`src/rtl/fifo_pkg.sv`:
```
// rtl/fifo_pkg.sv - shared types and constants for the byte FIFO and its burst read controller
package fifo_pkg;

    localparam int DATA_W_DEF = 8;
    localparam int CNT_W_DEF  = 8;

    localparam int FIFO_DEPTH = 128;
    localparam logic [CNT_W_DEF-1:0] FIFO_FULL_CNT  = CNT_W_DEF'(FIFO_DEPTH);
    localparam logic [CNT_W_DEF-1:0] FIFO_EMPTY_CNT = '0;

    // Burst length and issue counters must hold the largest legal burst (64).
    localparam int BURST_MAX = 64;
    localparam int LEN_W     = $clog2(BURST_MAX + 1);

    typedef enum logic [1:0] {
        ST_IDLE  = 2'd0,
        ST_READ  = 2'd1,
        ST_DRAIN = 2'd2
    } rd_state_t;

endpackage

```
`src/rtl/fifo_skid_buf.sv`:
```
// rtl/fifo_skid_buf.sv - 2-entry in-order skid buffer carrying a byte and a last-beat flag
module fifo_skid_buf #(
    parameter int DATA_W = 8
) (
    input  logic              clk,
    input  logic              rst,
    input  logic              push,
    input  logic [DATA_W-1:0] push_data,
    input  logic              push_last,
    input  logic              pop,
    output logic [DATA_W-1:0] head_data,
    output logic              head_valid,
    output logic              head_last,
    output logic [1:0]        occ
);

    logic [DATA_W-1:0] hd_data;
    logic [DATA_W-1:0] tl_data;
    logic              hd_last;
    logic              tl_last;
    logic [1:0]        cnt;

    // The caller's credit scheme guarantees no push into a full buffer and no pop from an empty one.
    always_ff @(posedge clk or negedge rst) begin
        if (!rst) begin
            hd_data <= '0;
            tl_data <= '0;
            hd_last <= 1'b0;
            tl_last <= 1'b0;
            cnt     <= 2'd0;
        end else begin
            case ({push, pop})
                2'b10: begin
                    if (cnt == 2'd0) begin
                        hd_data <= push_data;
                        hd_last <= push_last;
                    end else begin
                        tl_data <= push_data;
                        tl_last <= push_last;
                    end
                    cnt <= cnt + 2'd1;
                end
                2'b01: begin
                    if (cnt == 2'd2) begin
                        hd_data <= tl_data;
                        hd_last <= tl_last;
                    end
                    cnt <= cnt - 2'd1;
                end
                2'b11: begin
                    if (cnt == 2'd2) begin
                        hd_data <= tl_data;
                        hd_last <= tl_last;
                        tl_data <= push_data;
                        tl_last <= push_last;
                    end else begin
                        hd_data <= push_data;
                        hd_last <= push_last;
                    end
                end
                default: ;
            endcase
        end
    end

    assign head_data  = hd_data;
    assign head_valid = (cnt != 2'd0);
    assign head_last  = hd_last & head_valid;
    assign occ        = cnt;

endmodule

```
`src/rtl/fifo_burst_reader.sv`:
```
// rtl/fifo_burst_reader.sv - pops fixed or flush-sized bursts from the byte FIFO onto a valid/ready stream
module fifo_burst_reader
    import fifo_pkg::*;
#(
    parameter int DATA_W    = DATA_W_DEF,
    parameter int CNT_W     = CNT_W_DEF,
    parameter int BURST_LEN = 16
) (
    input  logic              clk,
    input  logic              rst,
    input  logic [CNT_W-1:0]  fifo_counter,
    input  logic              fifo_empty,
    input  logic [DATA_W-1:0] fifo_data,
    output logic              fifo_rd_en,
    input  logic              flush,
    output logic [DATA_W-1:0] m_data,
    output logic              m_valid,
    input  logic              m_ready,
    output logic              m_last,
    output logic              busy,
    output logic              burst_done
);

    rd_state_t         state;
    rd_state_t         state_nxt;
    logic [LEN_W-1:0]  len;
    logic [LEN_W-1:0]  len_nxt;
    logic [LEN_W-1:0]  issued;
    logic [LEN_W-1:0]  issued_nxt;
    logic              flush_pend;
    logic              flush_pend_nxt;
    logic              inflight;
    logic              inflight_last;
    logic [1:0]        occ;
    logic              pop;
    logic [2:0]        credit_use;
    logic              rd_last;

    assign pop        = m_valid & m_ready;
    // Entries held plus the byte arriving next cycle, less the one leaving now: never exceeds 2.
    assign credit_use = {1'b0, occ} + {2'b00, inflight} - {2'b00, pop};
    assign rd_last    = (issued == len - LEN_W'(1));
    assign busy       = (state != ST_IDLE);

    always_ff @(posedge clk or negedge rst) begin
        if (!rst) begin
            state         <= ST_IDLE;
            len           <= '0;
            issued        <= '0;
            flush_pend    <= 1'b0;
            inflight      <= 1'b0;
            inflight_last <= 1'b0;
        end else begin
            state         <= state_nxt;
            len           <= len_nxt;
            issued        <= issued_nxt;
            flush_pend    <= flush_pend_nxt;
            inflight      <= fifo_rd_en;
            inflight_last <= fifo_rd_en & rd_last;
        end
    end

    always_comb begin
        state_nxt      = state;
        len_nxt        = len;
        issued_nxt     = issued;
        flush_pend_nxt = flush_pend | flush;
        fifo_rd_en     = 1'b0;
        burst_done     = 1'b0;
        case (state)
            ST_IDLE: begin
                if (fifo_counter >= CNT_W'(BURST_LEN)) begin
                    len_nxt    = LEN_W'(BURST_LEN);
                    issued_nxt = '0;
                    state_nxt  = ST_READ;
                end else if (flush_pend && fifo_counter != CNT_W'(FIFO_EMPTY_CNT)) begin
                    // Below threshold here, so the occupancy fits in a burst length.
                    len_nxt        = LEN_W'(fifo_counter);
                    issued_nxt     = '0;
                    flush_pend_nxt = flush;
                    state_nxt      = ST_READ;
                end else if (flush_pend) begin
                    flush_pend_nxt = flush;
                end
            end
            ST_READ: begin
                if (!fifo_empty && issued < len && credit_use < 3'd2) begin
                    fifo_rd_en = 1'b1;
                    issued_nxt = issued + LEN_W'(1);
                    if (issued + LEN_W'(1) == len) begin
                        state_nxt = ST_DRAIN;
                    end
                end
            end
            ST_DRAIN: begin
                if (pop && m_last) begin
                    burst_done = 1'b1;
                    state_nxt  = ST_IDLE;
                end
            end
            default: state_nxt = ST_IDLE;
        endcase
    end

    fifo_skid_buf #(
        .DATA_W (DATA_W)
    ) u_skid (
        .clk        (clk),
        .rst        (rst),
        .push       (inflight),
        .push_data  (fifo_data),
        .push_last  (inflight_last),
        .pop        (pop),
        .head_data  (m_data),
        .head_valid (m_valid),
        .head_last  (m_last),
        .occ        (occ)
    );

endmodule

```
`config.mk`:
```
export PLATFORM = sky130hd
export DESIGN_NAME = fifo_burst_reader
export DESIGN_NICKNAME = d
export VERILOG_FILES = /design/src/rtl/fifo_pkg.sv /design/src/rtl/fifo_skid_buf.sv /design/src/rtl/fifo_burst_reader.sv
export SDC_FILE = /design/constraint.sdc
export NUM_CORES = 1
export LEC_CHECK = 0
export ABC_AREA = 1
export CELL_PAD_IN_SITES_DETAIL_PLACEMENT = 1
export CELL_PAD_IN_SITES_GLOBAL_PLACEMENT = 2
export CORE_ASPECT_RATIO = 0.75
export CORE_MARGIN = 5
export CORE_UTILIZATION = 34
export CTS_CLUSTER_SIZE = 40
export DETAILED_ROUTE_END_ITERATION = 7
export HOLD_SLACK_MARGIN = 0.03
export PLACE_DENSITY_LB_ADDON = 0.12
export RECOVER_POWER = 25
export SETUP_SLACK_MARGIN = 0.5
export SLEW_MARGIN = 20
export SYNTH_ARGS = -nofsm -noshare
export SYNTH_HDL_FRONTEND = slang
export SYNTH_SLANG_ARGS = --single-unit
```
`constraint.sdc`:
```
create_clock -name clk -period 6.7 [get_ports clk]
set_clock_uncertainty 0.2 [all_clocks]
set_input_delay 1.005 -clock clk [delete_from_list [all_inputs] [get_ports clk]]
set_output_delay 1.005 -clock clk [all_outputs]
set_load 0.005 [all_outputs]
```
; Word-level counts from Yosys, hierarchy flattened
; Cells that the tools add are included.
; W data, S select, Z words.
[word_totals]
ff_bits = 39
in_bits = 21
out_inout_bits = 13
wordCells = 95
[op_classes]
eq_ne = 16
addsub = 6
n_lt_le_gt_ge = 3
bitwise_logic = 4
muxes = 35
n_reduce_logical = 20
[ops]
columns = cell, n
row1 = $mux W8, 5
row2 = $mux W7, 5
row3 = $pmux W8 S3, 1
row4 = $pmux W8 S2, 1
row5 = $eq A7 B7 Y1, 2
row6 = $pmux W7 S2, 1
row7 = $mux W1, 13
row8 = $reduce_bool A2 Y1, 6
row9 = $mux W2, 5
row10 = $reduce_and A3 Y1, 3
row11 = $eq A2 B2 Y1 const B, 4
row12 = $ge A8 B5 Y1 const B, 1
row13 = $ne A2 B2 Y1 const B, 4
row14 = $reduce_bool A8 Y1, 1
row15 = $add A7 B1 Y7 const B, 1
row16 = $lt A7 B7 Y1, 1
row17 = $sub A7 B1 Y7 const B, 1
row18 = $ne A2 B1 Y1 const B, 3
row19 = $pmux W2 S3, 1
row20 = $eq A2 B1 Y1 const B, 2
row21 = $logic_and A1 B1 Y1, 4
row22 = $logic_not A2 Y1, 2
row23 = $pmux W2 S2, 1
row24 = $reduce_and A4 Y1, 1
row25 = 13 further kinds, 15

; Longest topological paths before layout
; Gate-level depths: netlist (run 1).
[logic_depth]
word_depth = 8
ltp_mapped = 15
mapped_depth_nobuf = 15

; By module
; Synthesis (run 1) repeated with hierarchy kept, for this count alone.
[hier_totals]
cells_unflattened = 333
area_unflattened_um2 = 2468.6
[modules_own_cells]
columns = mod, cells_per_inst, instances, area_each_um2, seq_area_each_um2
row1 = fifo_burst_reader, 199, 1, 1416.4, 475.5
row2 = fifo_skid_buf, 134, 1, 1052.3, 500.5

; Least setup slack after synthesis (run 1)
; Ideal clock, no wire load.
[synth_path]
path_kind = input to output
startpoint = input m_ready
endpoint = output fifo_rd_en
n_path_buf = 0
required_ps = 5495
path_stages = 11
path_slack_ps = 3116
t_arrival_ps = 2379
cell_sequence = inv_1 nor2_1 o21ai_0 fa_1 inv_1 nor2_1 nor2_1 nand2_1 nor2_1 nand2_1 inv_1
[synth_between]
elab_chain_cells = 6
[synth_lines]
columns = item, line
row1 = from (decl), fifo_burst_reader.sv:18  ; input logic m_ready,
row2 = $and A1 B1 Y1, fifo_burst_reader.sv:39  ; assign pop = m_valid & m_ready;
row3 = $sub A3 B1 Y3, fifo_burst_reader.sv:41  ; assign credit_use = {1'b0, occ} + {2'b00, inflight} - {2'b00, pop};
row4 = $lt A3 B2 Y1, fifo_burst_reader.sv:87  ; if (!fifo_empty && issued < len && credit_use < 3'd2) begin
row5 = $logic_and A1 B1 Y1, fifo_burst_reader.sv:87
row6 = $mux W1, fifo_burst_reader.sv:87
row7 = $mux W1, fifo_burst_reader.sv:70  ; case (state)
row8 = to (decl), fifo_burst_reader.sv:14  ; output logic fifo_rd_en,
; No other way between the ends.

; Worst setup path after layout (run 1)
; Same ends and word-level chain as after synthesis.

==> impl_results.md, run 1 <==
* Clock Sinks at 39
* Synth-to-Final Area Change at 19.2%
* Post-Syn Instances at 292
* Share of layout cells above drive strength 1 at 10.8%
* I/O pins at 34
* Hold Slack at 0.287 ns
* Setup Buffers After CTS at 0
* CTS root buffer: clkbuf_8
* R2R setup slack at 3.78 ns
* Synth Cell Area at 2360 sq um
* Power, Total at 1.05 mW
* Critical path type: input pin to output port
* Most frequent cells in the layout: nand2_1, dfrtp_1, inv_1, clkdlybuf4s50_1, nor2_1
* Die span in x at 106 um
* # hold bufs at CTS at 0
* Leakage power at 1.28 nW
* Commonest non-fill, non-tap cell in the layout: nand2_1
* Critical Path Start: m_ready
* Highest ir drop seen on vdd at 0.000135 V
* Total CTS buffers at 5
* Slew Viols, Final at 40
* Placed insts at 402
* Setup TNS at 0 ns
* Pwr dens at 371 nW/um^2
* Nets@finish at 356
* Post-DP HPWL at 4720 um
* GP Congestion at 0.755
* Cells resized by post-CTS repair at 0
* CTS tree: yes
* Peak fanout along the critical path at 15
* Critical Path RT at 5.49 ns
* Ys flop type: dfrtp_1
* Initial Utilization at 34.8%
* Number of global-route vias before repair at 2037
* Initial drt markers at 49
* RSZ-0062 raised after global routing: false
* Hold Vio Cnt, Final at 0
* Synth warn at 0
* Residual DRC count at 0
* H-tree Lvls at 2
* Synth unique cells at 33
* CP Data Arrival Time at 3.90 ns
* CP Capture Type: output port
* Largest net degree at the start of global routing at 40
* Core area at 6800 sq um
* Final cycle utilization of the critical path at 76.1%
* DR vias/cell at 4.82
* Synthesized area per cell at 8.10 sq um
* GRT Total Usage at 15.0%
* Critical Path Source Type: input pin
* Maximum root-to-sink buffer count at 2
* Yosys reg bits at 39
* Synthesized Nets at 323
* Die Y at 82.2 um
* Worst R2R Start: u_skid.occ[1]
* WL/cell at 15.0 um
* Drt first pass iters at 4
* Diodes inserted at 0
* Slew headroom at -47.9%
* Post-synthesis sequential area ratio at 41.3%
* Number of antenna-violating nets in the routed design at 0
* Fin worst setup slack at 1.60 ns
* Violated checks: max-capacitance violations, max-slew violations
* Vias at 1972
* Tmin final at 5.10 ns
* Initial antenna violation count at 0
* Setup-failing EPs final at 0
* First-pass GRT wire length at 10300 um
* Share of flip-flops with an asynchronous set or reset at 100%
* Hold Crit Start: inflight_last
* Outcome: finished with violations
* Non-filler instance count after layout at 409
* Clk Latency, worst-skew pair at 0.29 ns
* Post-Route WL at 6140 um
* PortBufs at 33
* Die area at 8740 sq um
* Pre-CTS WS at 1.61 ns
* Least-Margin Pin Slew at 2.22 ns
* Clock-pin transition on the worst setup and hold timing paths at 0.07 ns
* Hold Path Class: flop to flop
* Congestion Overflow GR at 0
* EDFF count, synth at 0
* Max Cap Viol at 1
* Cell row count at 26
* FMAX at 0.196 GHz
-- final cells by class --
class | count | area [sq um]
clock buffer | 6 | 82.6
clock inverter | 1 | 5.00
tap | 84 | 105
fill | 827 | 3980
timing repair buffer | 33 | 324
sequential | 39 | 976
multi-input combinational | 206 | 1170
inverter | 40 | 150
-- worst paths after layout --
| check | end | depth (start not counted) |
|---|---|---|
| max | fifo_rd_en | 13 |
| min | u_skid.tl_last | 2 |
| max reg2reg | issued[2] | 15 |
| min reg2reg | u_skid.tl_last | 2 |
| max in group asynchronous | inflight_last | 1 |
| min in group asynchronous | len[4] | 1 |
-- synthesized netlist by cell type (2+ instances only) --
library cell / count / area [sq um]
a31oi_1: 7 / 43.8
o21ai_0: 21 / 105
a21oi_1: 5 / 25.0
buf_6: 3 / 33.8
nand3_1: 23 / 115
inv_1: 35 / 131
o21ai_1: 4 / 20.0
xor2_1: 5 / 43.8
xnor2_1: 7 / 61.3
o22ai_1: 3 / 18.8
nor3_1: 3 / 15.0
or2_2: 2 / 12.5
mux2_2: 8 / 90.1
nor2_1: 30 / 113
buf_4: 4 / 30.0
inv_2: 4 / 15.0
nand4_1: 4 / 25.0
ha_1: 9 / 113
dfrtp_1: 39 / 976
nor2_2: 8 / 50.1
nand2_1: 56 / 210
-- worst max-delay path, cell delays in order --
cell	delay (ns)
clkdlybuf4s50_1	0.49
inv_1	0.11
nor2_1	0.23
o21ai_0	0.18
fa_1	0.43
inv_1	0.07
nor2_1	0.03
nor2_1	0.10
nand2_1	0.05
nor2_1	0.16
nand2_1	0.31
inv_1	0.20
clkdlybuf4s50_1	0.52
-- through the flow --
step / util (%) / cell area (sq um)
finish: 41.4 / 2820
floorplan: - / 2360
global route: 41.4 / 2820
detailed placement: 40.2 / 2730
global placement: 40.2 / 2730
CTS: 41.5 / 2820
-- state kept, by name, summed over array words and instances, names as in the netlist --
name	cells
state	2
u_skid.tl_last	1
u_skid.occ	2
issued	7
inflight_last	1
u_skid.hd_last	1
len	7
inflight	1
u_skid.tl_data	8
flush_pend	1
u_skid.head_data	8
-- power by group --
group | internal [mW] | switching [mW]
Sequential | 0.317 | 0.0701
Clock | 0.0810 | 0.0851
Combinational | 0.220 | 0.273
Total | 0.618 | 0.428
-- layer usage --
metal	global-route usage, %	part of all wire [%]	routed length, um	vias up
met2	21.9	40	2460	24
li1	-	-	-	1011
met1	23.0	56	3470	932
met4	2.72	0.68	42	0
met3	3.03	2.8	169	5
met5	0	0	0	-
-- cell families after synthesis --
group / Yosys count / share of synthesized area (%)
AND/OR/NAND/NOR: 131 / 24.6
XOR/XNOR: 12 / 4.44
buffers and inverters: 47 / 9.05
AO/OA/AOI/OAI: 45 / 11.2
adder cells (fa/ha/maj): 10 / 5.61
multiplexers: 8 / 3.81
flip-flops: 39 / 41.3
Note: power is estimated with default switching activity, not from simulation.
==> run 2: changes to the inputs <==
--- a/config.mk
+++ b/config.mk
@@ -10,7 +10,7 @@
 export CELL_PAD_IN_SITES_GLOBAL_PLACEMENT = 2
 export CORE_ASPECT_RATIO = 0.75
 export CORE_MARGIN = 5
-export CORE_UTILIZATION = 34
+export CORE_UTILIZATION = 32
 export CTS_CLUSTER_SIZE = 40
 export DETAILED_ROUTE_END_ITERATION = 7
 export HOLD_SLACK_MARGIN = 0.03
==> constraint.sdc (replaced) <==
create_clock -name clk -period 5.05 [get_ports clk]
set_clock_uncertainty 0.2 [all_clocks]
set_input_delay 0.7575 -clock clk [delete_from_list [all_inputs] [get_ports clk]]
set_output_delay 0.7575 -clock clk [all_outputs]
set_load 0.005 [all_outputs]
==> impl_results.md, run 2 (synthesized netlist as in run 1, its figures left out) <==
* Outcome: finished with violations
* Violated checks: max-capacitance violations, max-slew violations
* Clk Latency, worst-skew pair at 0.29 ns (about the same)
* Hold Path Class: flop to flop
* H-tree Lvls at 2 (unchanged)
* Post-DP HPWL at 4710 um (-0.28%)
* WL/cell at 14.0 um (-6.5%)
* Slew Viols, Final at 40 (unchanged)
* Die area at 9230 sq um (+5.6%)
* Pwr dens at 487 nW/um^2 (+31%)
* Commonest non-fill, non-tap cell in the layout: nand2_1
* Peak fanout along the critical path at 4 (-11)
* Critical Path Source Type: input pin
* Diodes inserted at 0 (unchanged)
* Switch share at 40.6% (-0.39 points)
* Maximum root-to-sink buffer count at 2 (unchanged)
* RSZ-0062 raised after global routing: false
* Power, Total at 1.39 mW (+33%)
* Die span in x at 109 um (+2.8%)
* Initial drt markers at 52 (+6.1%)
* Core area at 7260 sq um (+6.8%)
* Die Y at 84.4 um (+2.7%)
* Initial antenna violation count at 0 (unchanged)
* Cells resized by post-CTS repair at 0 (unchanged)
* Max Cap Viol at 1 (unchanged)
* Drt first pass iters at 4 (unchanged)
* Final Cell Area at 2850 sq um (+1.0%)
* Congestion Overflow GR at 0 (unchanged)
* R2r worst-path depth at 15 (unchanged)
* Fin worst setup slack at 0.822 ns (-0.776 ns)
* Setup-failing EPs final at 0 (unchanged)
* Hold Vio Cnt, Final at 0 (unchanged)
* Hold path depth at 2 (unchanged)
* Util after Layout at 39.2% (-2.3 points)
* Clock-pin transition on the worst setup and hold timing paths at 0.08 ns (about the same)
* I/O pins at 34 (unchanged)
* Placed inst area at 2760 sq um (+1.1%)
* Residual DRC count at 0 (unchanged)
* CP Data Arrival Time at 3.27 ns (-0.63 ns)
* # hold bufs at CTS at 0 (unchanged)
* Hold Slack at 0.298 ns (+0.0111 ns)
* Synth-to-Final Area Change at 20.4%
* Non-filler instance count after layout at 427 (+4.4%)
* CTS root buffer: clkbuf_8
* Slew headroom at -46.1% (+1.8 points)
* First-pass GRT wire length at 10200 um (-1.2%)
* DR vias/cell at 4.61 (-4.4%)
* Sequential share of power at 36.5% (-0.5 points)
* Internal at 824 uW (+33%)
* CTS tree: yes
* Post-Route WL at 6000 um (-2.3%)
* Final cycle utilization of the critical path at 83.7%
* Cell row count at 27 (+3.8%)
* Most frequent cells in the layout: nand2_1, dfrtp_1, inv_1, clkdlybuf4s50_1, nor2_1
* FMAX at 0.237 GHz
* Number of global-route vias before repair at 1999 (-1.9%)
* Reg area at 976 sq um (unchanged)
* Sw Pwr at 562 uW (+31%)
* Setup Buffers After CTS at 0 (unchanged)
* Share of layout cells above drive strength 1 at 11.0% (+0.27 points)
* PortBufs at 33 (unchanged)
* Vias at 1969 (-0.15%)
* Clock Sinks at 39 (unchanged)
* Critical path type: input pin to output port
* Clock Power Share at 15.4% (-0.5 points)
* Placed insts at 420 (+4.5%)
* # fillers at 890 (+7.6%)
* Number of antenna-violating nets in the routed design at 0 (unchanged)
* Area of the multi-input gates at 1170 sq um (unchanged)
* Least-Margin Pin Slew at 2.19 ns (-0.0267 ns)
* Pre-CTS WS at 0.814 ns (-0.798 ns)
* CP Capture Type: output port
* Setup TNS at 0 ns (unchanged)
* Tmin final at 4.23 ns
* GP Congestion at 0.789 (+4.6%)
* Nets@finish at 357 (+0.28%)
* Critical Path RT at 4.09 ns (-1.40 ns)
* Total CTS buffers at 5 (unchanged)
* GRT Total Usage at 14.0% (-1.0 points)
* Initial Utilization at 32.6% (-2.2 points)
* Leakage power at 1.28 nW (+0.33%)
* Comb power frac at 48.1% (+1.0 points)
* Highest ir drop seen on vdd at 0.000167 V (+24%)
* Largest net degree at the start of global routing at 40 (unchanged)
run 2: cell type report:
type / count / share of cell area (%)
clock buffer: 6 / 2.90
tap: 101 / 4.44
sequential: 39 / 34.3
multi-input combinational: 206 / 41.3
timing repair buffer: 34 / 11.6
clock inverter: 1 / 0.176
inverter: 40 / 5.27
run 2: worst max-delay path, stage by stage:
cell,delay (ns)
clkdlybuf4s50_1,0.47
inv_1,0.10
nor2_1,0.22
o21ai_0,0.16
fa_1,0.42
inv_1,0.07
nor2_1,0.03
nor2_1,0.10
nand2_1,0.05
nor2_1,0.17
nand2_1,0.10
inv_1,0.10
clkdlybuf4s50_1,0.52
run 2: power groups by stage:
stage | clock [mW] | combinational [mW] | sequential [mW]
CTS | 0.223 | 0.680 | 0.509
finish | 0.214 | 0.667 | 0.506
floorplan | 0 | 0.463 | 0.493
global placement | 0 | 0.661 | 0.513
detailed placement | 0 | 0.677 | 0.516
global route | 0.242 | 0.748 | 0.526
run 2: metal layers:
metal	global-route usage (%)	routed length, um	up-vias	part of all wire [%]
met2	19.4	2530	26	42
met4	2.38	39	0	0.65
met3	2.92	165	4	2.8
met5	0	0	-	0
li1	-	-	1014	-
met1	22.4	3260	925	54
run 2: path summary, 6_finish.rpt:
path                                from                 to  slack [ns]
setup / recovery                 m_ready         fifo_rd_en        0.82
hold / removal             inflight_last     u_skid.tl_last        0.30
setup reg to reg           u_skid.occ[1]          issued[4]        2.35
hold reg to reg            inflight_last     u_skid.tl_last        0.30
max in group asynchronous            rst  u_skid.tl_data[2]        2.49
min in group asynchronous            rst             len[1]        0.90
==> run 3: changes to the inputs <==
--- a/config.mk
+++ b/config.mk
@@ -10,7 +10,7 @@
 export CELL_PAD_IN_SITES_GLOBAL_PLACEMENT = 2
 export CORE_ASPECT_RATIO = 0.75
 export CORE_MARGIN = 5
-export CORE_UTILIZATION = 32
+export CORE_UTILIZATION = 29
 export CTS_CLUSTER_SIZE = 40
 export DETAILED_ROUTE_END_ITERATION = 7
 export HOLD_SLACK_MARGIN = 0.03
==> constraint.sdc (replaced) <==
create_clock -name clk -period 3.7 [get_ports clk]
set_clock_uncertainty 0.2 [all_clocks]
set_input_delay 0.555 -clock clk [delete_from_list [all_inputs] [get_ports clk]]
set_output_delay 0.555 -clock clk [all_outputs]
set_load 0.005 [all_outputs]
==> impl_results.md, run 3 (synthesized netlist as in run 1, its figures left out) <==
* Vias at 1997 (+1.4%)
* Clk Latency, worst-skew pair at 0.29 ns (about the same)
* Slew headroom at -46.1% (about the same)
* Worst-path cell chain: inv_2 > nor2_2 > inv_1 > nor2_2 > o21ai_2 > fa_2 > inv_1 > nor2_1 > nor2_1 > nand2_1 > nor2_4 > nand2_2 > inv_2 > clkbuf_2
* Leakage power at 1.35 nW (+5.2%)
* Pwr dens at 702 nW/um^2 (+44%)
* # hold bufs at CTS at 0 (unchanged)
* Total CTS buffers at 5 (unchanged)
* Final cycle utilization of the critical path at 80.1%
* RSZ-0062 raised after global routing: false
* Post-DP HPWL at 4840 um (+2.8%)
* Most frequent cells in the layout: nand2_1, dfrtp_1, inv_1, clkdlybuf4s50_1, nor2_1
* Peak fanout along the critical path at 4 (unchanged)
* CTS root buffer: clkbuf_8
* Cell row count at 28 (+3.7%)
* Synth-to-Final Area Change at 25.9%
* Drt first pass iters at 4 (unchanged)
* I/O pins at 34 (unchanged)
* Hold Vio Cnt, Final at 0 (unchanged)
* Nets@finish at 365 (+2.2%)
* First-pass GRT wire length at 10700 um (+4.6%)
* Critical-path top delay cell: dfrtp_2
* Pre-CTS WS at 0.0642 ns (-0.750 ns)
* Setup TNS at 0 ns (unchanged)
* Number of global-route vias before repair at 2129 (+6.5%)
* Highest ir drop seen on vdd at 0.000316 V (+89%)
* DR vias/cell at 4.54 (-1.6%)
* Initial antenna violation count at 0 (unchanged)
* Violated checks: max-capacitance violations, max-slew violations
* Outcome: finished with violations
* Critical Path Source Type: flop
* Slew Viols, Final at 40 (unchanged)
* Clock-pin transition on the worst setup and hold timing paths at 0.08 ns (about the same)
* Max Cap Viol at 1 (unchanged)
* CP Data Arrival Time at 2.21 ns (-1.06 ns)
* CTS tree: yes
* Die span in x at 114 um (+4.6%)
* H-tree Lvls at 2 (unchanged)
* GP Congestion at 0.754 (-4.4%)
* Critical path type: flop to output port
* Placed inst area at 2800 sq um (+1.5%)
* Commonest non-fill, non-tap cell in the layout: nand2_1
* Tmin final at 2.96 ns
* Post-Route WL at 6210 um (+3.6%)
* Share of layout cells above drive strength 1 at 15.8% (+4.8 points)
* Initial drt markers at 80 (+54%)
* Max stage delay on crit path at 0.43 ns (-0.09 ns)
* Setup-failing EPs final at 0 (unchanged)
* Least-Margin Pin Slew at 2.19 ns (+0.000465 ns)
* Die area at 10100 sq um (+9.2%)
* WL/cell at 14.1 um (+0.54%)
* Clock Sinks at 39 (unchanged)
* Hold Path Class: flop to flop
* Maximum root-to-sink buffer count at 2 (unchanged)
* GRT Total Usage at 13.7% (-0.37 points)
* Final Cell Area at 2980 sq um (+4.6%)
* Non-filler instance count after layout at 440 (+3.0%)
* Initial Utilization at 29.9% (-2.7 points)
* Util after Layout at 37.6% (-1.6 points)
* Power, Total at 2.09 mW (+51%)
* Congestion Overflow GR at 0 (unchanged)
* CP Capture Type: output port
* Hold Slack at 0.314 ns (+0.0155 ns)
* Diodes inserted at 0 (unchanged)
* Residual DRC count at 0 (unchanged)
* Number of antenna-violating nets in the routed design at 0 (unchanged)
* Fin worst setup slack at 0.735 ns (-0.0867 ns)
* Die Y at 88.2 um (+4.5%)
* PortBufs at 33 (unchanged)
* Critical Path RT at 2.94 ns (-1.15 ns)
* FMAX at 0.337 GHz
* Largest net degree at the start of global routing at 40 (unchanged)
* Placed insts at 429 (+2.1%)
* Core area at 7920 sq um (+9.0%)
## run 3: cell count changes in the layout (fill, tap and decap cells not counted), sizes merged
cell           delta
buf               +8
bufinv            +2
clkdlybuf4s50     -2
clkbuf            +1
clkinv            -1
dlymetal6s2s      +1
## run 3: worst max-delay path: cells and delay by family (launching register included)
kind	cells	cell delay [ns]
AOI/OAI and AO/OA	1	0.08
adders and majority gates	1	0.34
DFF	1	0.43
buffers and inverters	5	0.38
and+or+nand+nor	7	0.69
## run 3: metal layers
layer	GRT usage [%]	share of wire [%]
met1	20.2	55
met2	19.9	41
met3	3.25	2.9
met4	3.56	0.74
met5	0	0
## run 3: path summary, 6_finish.rpt
path                       cells past startpoint         startpoint                 to  slack [ns]
setup / recovery                              14      u_skid.occ[1]         fifo_rd_en        0.74
hold / removal                                 1  u_skid.tl_data[6]  u_skid.tl_data[6]        0.31
setup reg to reg                              16      u_skid.occ[1]          issued[4]        1.18
hold reg to reg                                1  u_skid.tl_data[6]  u_skid.tl_data[6]        0.31
max in group asynchronous                      1                rst      u_skid.occ[1]        1.19
min in group asynchronous                      1                rst             len[0]        0.70
## run 3: layout make-up
type                       count  area [sq um]
clock inverter                 2          60.1
multi-input combinational    206          1200
sequential                    39           977
timing repair buffer          42           389
fill                         980          4940
inverter                      40           150
clock buffer                   6          72.6
tap                          105           131
## run 3: power breakdown
group	switching [mW]	internal, mW
Clock	0.155	0.270
Combinational	0.539	0.441
Sequential	0.108	0.575
Total	0.802	1.29
## run 3: timing repair
| action | in CTS | in global routing |
|---|---|---|
| endpoints found under the setup margin | 1 | 1 |
| resized for setup | 7 | 7 |
| pin swaps | 1 | 3 |
| setup buffers | 2 | 1 |
